**config.mk**
```make
export PLATFORM = sky130hd
export DESIGN_NAME = pc_sequencer
export DESIGN_NICKNAME = d
export VERILOG_FILES = /design/src/rtl/pc_seq_pkg.sv /design/src/rtl/pc_target_calc.sv /design/src/rtl/pc_sequencer.sv
export SDC_FILE = /design/constraint.sdc
export NUM_CORES = 1
export LEC_CHECK = 0
export ABC_AREA = 1
export BUFFER_PORTS_ARGS = -buffer_cell sky130_fd_sc_hd__buf_2
export CORE_MARGIN = 2
export CORE_UTILIZATION = 35
export DETAILED_ROUTE_END_ITERATION = 16
export GPL_TIMING_DRIVEN = 0
export PLACE_DENSITY = 0.67
export REMOVE_ABC_BUFFERS = 1
export SLEW_MARGIN = 20
export SYNTH_ARGS = -nofsm -noshare
export SYNTH_HDL_FRONTEND = slang
export SYNTH_HIERARCHICAL = 1
export SYNTH_SLANG_ARGS = --single-unit
```
**constraint.sdc**
```tcl
create_clock -name clk -period 3.6 [get_ports clk]
set_input_delay 0.18 -clock clk [delete_from_list [all_inputs] [get_ports clk]]
set_output_delay 0.18 -clock clk [all_outputs]
set_load 0.01 [all_outputs]
```
**src/rtl/pc_seq_pkg.sv**
```systemverilog
// Shared types and select encodings for the program-counter sequencer.
// The select encoding matches the external 3:1 next-PC mux inputs d0/d1/d2.
package pc_seq_pkg;

    typedef enum logic [1:0] {
        IDLE = 2'b00,
        RUN  = 2'b01,
        HALT = 2'b10
    } state_e;

    localparam logic [1:0] SEL_INC = 2'b00;
    localparam logic [1:0] SEL_BR  = 2'b01;
    localparam logic [1:0] SEL_JMP = 2'b10;

    // Jump outranks a taken branch; taken without branch_en is ignored.
    function automatic logic [1:0] next_sel(input logic jump_en,
                                            input logic branch_en,
                                            input logic taken);
        logic [1:0] sel;
        if (jump_en) begin
            sel = SEL_JMP;
        end else if (branch_en && taken) begin
            sel = SEL_BR;
        end else begin
            sel = SEL_INC;
        end
        return sel;
    endfunction

endpackage

```
**src/rtl/pc_target_calc.sv**
```systemverilog
// Candidate next-PC arithmetic: increment, relative branch, absolute jump.
// All results are modulo 2^PC_W.
module pc_target_calc #(
    parameter int unsigned PC_W  = 8,
    parameter int unsigned OFF_W = 8
) (
    input  logic [PC_W-1:0]  pc,
    input  logic [OFF_W-1:0] offset,
    input  logic [PC_W-1:0]  jump_addr,
    output logic [PC_W-1:0]  cand_inc,
    output logic [PC_W-1:0]  cand_br,
    output logic [PC_W-1:0]  cand_jmp
);

    logic [PC_W-1:0] off_ext;

    // Sign-extend the two's-complement offset to the PC width.
    assign off_ext  = PC_W'($signed(offset));
    assign cand_inc = pc + PC_W'(1);
    assign cand_br  = pc + off_ext;
    assign cand_jmp = jump_addr;

endmodule

```
**src/rtl/pc_sequencer.sv**
```systemverilog
// Program-counter sequencer: drives the external next-PC mux, registers its
// output as the PC and provides start/halt/stall run control with a cycle counter.
module pc_sequencer
    import pc_seq_pkg::*;
#(
    parameter int unsigned PC_W       = 8,
    parameter int unsigned OFF_W      = 8,
    parameter int unsigned START_ADDR = 0,
    parameter int unsigned CNT_W      = 16
) (
    input  logic             clk,
    input  logic             reset,
    input  logic             start,
    input  logic             stall,
    input  logic             halt_req,
    input  logic             jump_en,
    input  logic             branch_en,
    input  logic             taken,
    input  logic [OFF_W-1:0] offset,
    input  logic [PC_W-1:0]  jump_addr,
    output logic [PC_W-1:0]  cand_inc,
    output logic [PC_W-1:0]  cand_br,
    output logic [PC_W-1:0]  cand_jmp,
    output logic [1:0]       pc_sel,
    input  logic [PC_W-1:0]  mux_y,
    output logic [PC_W-1:0]  pc,
    output logic             running,
    output logic             done,
    output logic [CNT_W-1:0] cyc_cnt
);

    localparam logic [PC_W-1:0] START_PC = PC_W'(START_ADDR);

    state_e           state_q, state_d;
    logic [PC_W-1:0]  pc_q, pc_d;
    logic [CNT_W-1:0] cyc_cnt_q, cyc_cnt_d;
    logic             running_q, running_d;
    logic             done_q, done_d;
    logic [CNT_W-1:0] cnt_inc;

    pc_target_calc #(
        .PC_W  (PC_W),
        .OFF_W (OFF_W)
    ) u_target (
        .pc        (pc_q),
        .offset    (offset),
        .jump_addr (jump_addr),
        .cand_inc  (cand_inc),
        .cand_br   (cand_br),
        .cand_jmp  (cand_jmp)
    );

    // Select is only meaningful in RUN; park it on the increment path otherwise.
    assign pc_sel  = (state_q == RUN) ? next_sel(jump_en, branch_en, taken) : SEL_INC;

    // Saturating cycle counter increment.
    assign cnt_inc = (&cyc_cnt_q) ? cyc_cnt_q : cyc_cnt_q + CNT_W'(1);

    always_comb begin
        state_d   = state_q;
        pc_d      = pc_q;
        cyc_cnt_d = cyc_cnt_q;
        unique case (state_q)
            IDLE, HALT: begin
                if (start) begin
                    state_d   = RUN;
                    pc_d      = START_PC;
                    cyc_cnt_d = '0;
                end
            end
            RUN: begin
                cyc_cnt_d = cnt_inc;
                if (halt_req) begin
                    state_d = HALT;
                end else if (!stall) begin
                    pc_d = mux_y;
                end
            end
            default: begin
                state_d = IDLE;
            end
        endcase
        running_d = (state_d == RUN);
        done_d    = (state_d == HALT);
    end

    always_ff @(posedge clk or posedge reset) begin
        if (reset) begin
            state_q   <= IDLE;
            pc_q      <= START_PC;
            cyc_cnt_q <= '0;
            running_q <= 1'b0;
            done_q    <= 1'b0;
        end else begin
            state_q   <= state_d;
            pc_q      <= pc_d;
            cyc_cnt_q <= cyc_cnt_d;
            running_q <= running_d;
            done_q    <= done_d;
        end
    end

    assign pc      = pc_q;
    assign running = running_q;
    assign done    = done_q;
    assign cyc_cnt = cyc_cnt_q;

endmodule

```
==> reports/results.tsv <==
metric	value	unit
die_w	80.5	um
syn_inst	289	
clk_latency	0.28	ns
multi_input_area	1130	sq um
worstPathArrival	1.96	ns
hold_viol	0	
yosys_warnings	6	
placed_cell_area	2380	sq um
grt_pass1_wl	7910	um
grt-ovfl-total	0	
path_clk_slew	0.11	ns
antenna_left	0	
pin_count	84	
n_antenna_cell	0	
grt_pass1_vias	1847	
r2r_slack	1.67	ns
die_h	80.5	um
drc	0	
final.setup.tns	0	ns
post_cts_buffers	0	
postSynthAreaPerCell	7.09	sq um
pre_cts_ws	1.69	ns
yosys.area.top_type	dfrtp_1	
holdWs	0.0954	ns
worst_ep_required_time	3.42	ns
min_to	done	
yosysTopAreaCellShare	34.2	%
end_kind	primary output	
ir_worst_vdd	0.239	mV
fillCellCount	580	
setup_slack	1.46	ns
clockRootBuffer	clkbuf_8	
yosys-top-cells-count	nand2_1 (108), inv_1 (33), dfrtp_1 (28)	
dpl.cell_count	416	
worstSetupPathType	reg2out	
synth_seq_area_share	34.2	%
power	1.22	mW
fin_skew	0.0150	ns
power.leakage	1.34	nW
cts_tree	yes	
period_share	59.4	%
fmax	468	MHz
cts_made_buffers	3	
syn2layout_area_growth	20.2	%
synthTopCellsByArea	dfrtp_1 (34%), nand2_1 (20%), inv_1 (6.0%)	
antenna_found_initial	0	
path_max_fanout	6	
fin_area	2460	sq um
regArea	701	sq um
power_density	494	nW/um^2
wl_per_cell	11.0	um
hold_path.class	in2reg	
outcome	completed	
min_period	2.14	ns
r2r_end	pc[3]	
synth_flop_cell	dfrtp_1	
grt_max_degree	29	
start_kind	flip-flop	
initial_core_util	36.7	%
clk_path_buf_depth	2	
drv_slew	0	
rows	27	
drt_wl_total	4610	um
core	5570	sq um
ys_types	29	
die_area	6480	sq um
initialDrtViolationCount	49	
synth_area	2050	sq um
r2r_start	state_q[0]	
port_buffers	67	
clock-sinks	28	
slew_headroom	57.3	%
stdcell_count	421	
yosysMostFrequentCell	nand2_1	
grt_usage	15.2	%
ys_ff_latch	28	
synth_edf_count	0	
htree_num_levels	1	
drive_above_1_share	25.8	%
cts_resized	0	
async_flop_share	100	%
hold_path_startpoint	start	
postCtsHoldBufs	1	
dp_hpwl	3620	um
cap_viol_max_count	0	
dr_total_vias	1951	
rsz0062_at_grt	no	
r2r_cells	5	
fin_nets	392	
via_per_inst	4.63	
drt_first_pass_iters	4	
setup_viol	0	
min_path_cells	2	
tightest_slew	0.639	ns
fin_util	44.2	%
gp_congestion	0.794	
[worst max-delay path, stage by stage (launching register included)]
cell      delay (ns)
dfrtp_1         0.47
ha_1            0.25
fa_1            0.41
nand2_1         0.08
nand2_1         0.07
nand3b_1        0.10
nand2_1         0.06
nand2_1         0.05
nand2_1         0.04
buf_2           0.13
[flip-flops by register name, indices dropped and copies added, names as in the netlist]
| signal | count |
|---|---|
| pc | 8 |
| state_q | 2 |
| done | 1 |
| cyc_cnt | 16 |
| running | 1 |
[report_power, final]
part           leakage, nW  total (mW)  internal, mW  switching [mW]
Clock               0.0357       0.251         0.149           0.102
Combinational        0.927       0.525         0.215           0.310
Sequential           0.378       0.441         0.365          0.0757
[placed cells by master (no fill, tap or decap), types with 2 or more instances in the layout]
| master | instances |
|---|---|
| clkbuf_8 | 3 |
| xor2_1 | 5 |
| nand2_2 | 5 |
| o21ai_0 | 14 |
| nand4_1 | 5 |
| nand3_2 | 2 |
| nor2_4 | 3 |
| or2_2 | 2 |
| nand3_1 | 24 |
| a21oi_1 | 3 |
| o21ai_1 | 2 |
| ha_1 | 9 |
| o31ai_1 | 2 |
| nor2_2 | 2 |
| dfrtp_1 | 28 |
| nand2_1 | 108 |
| nor2_1 | 17 |
| buf_2 | 67 |
| xnor2_1 | 5 |
| inv_1 | 32 |
[kinds of logic (layout without fill, tap and decap cells)]
| logic type | Yosys count | after routing | share of synthesized area, % |
|---|---|---|---|
| xor gates and xnor gates | 11 | 11 | 5.07 |
| and+or+nand+nor | 172 | 172 | 37.4 |
| AOI/OAI and AO/OA | 23 | 23 | 6.29 |
| adders and majority gates | 10 | 10 | 6.48 |
| DFF | 28 | 28 | 34.2 |
| buffers and inverters | 45 | 105 | 10.6 |
[worst max path at each step]
stage | start | endpoint | slack (ns) | cells past startpoint
6_report | pc[0] | cand_br[6] | 1.46 | 9
5_1_grt | pc[0] | cand_br[6] | 1.37 | 9
4_1_cts | pc[0] | cand_br[6] | 1.45 | 9
3_5_place_dp | state_q[0] | pc[3] | 1.69 | 5
3_3_place_gp | state_q[0] | pc[3] | 1.72 | 5
2_1_floorplan | pc[0] | cand_br[6] | 1.96 | 8
[metal layers]
layer	share of wire, %	vias to the layer above	global-route usage (%)
li1	-	1027	-
met1	46	857	18.3
met2	48	63	28.2
met3	5.9	4	2.47
met4	0.59	0	3.05
met5	0	-	0
[layout make-up]
cell class	count	area share (%)
well taps	72	3.66
repair buffers	68	14.0
inverters	33	5.03
multi-input cells	216	45.9
clock buffers	3	1.68
clock inverters	1	1.22
flip-flops and latches	28	28.5
Note: power is estimated with default switching activity, not from simulation.
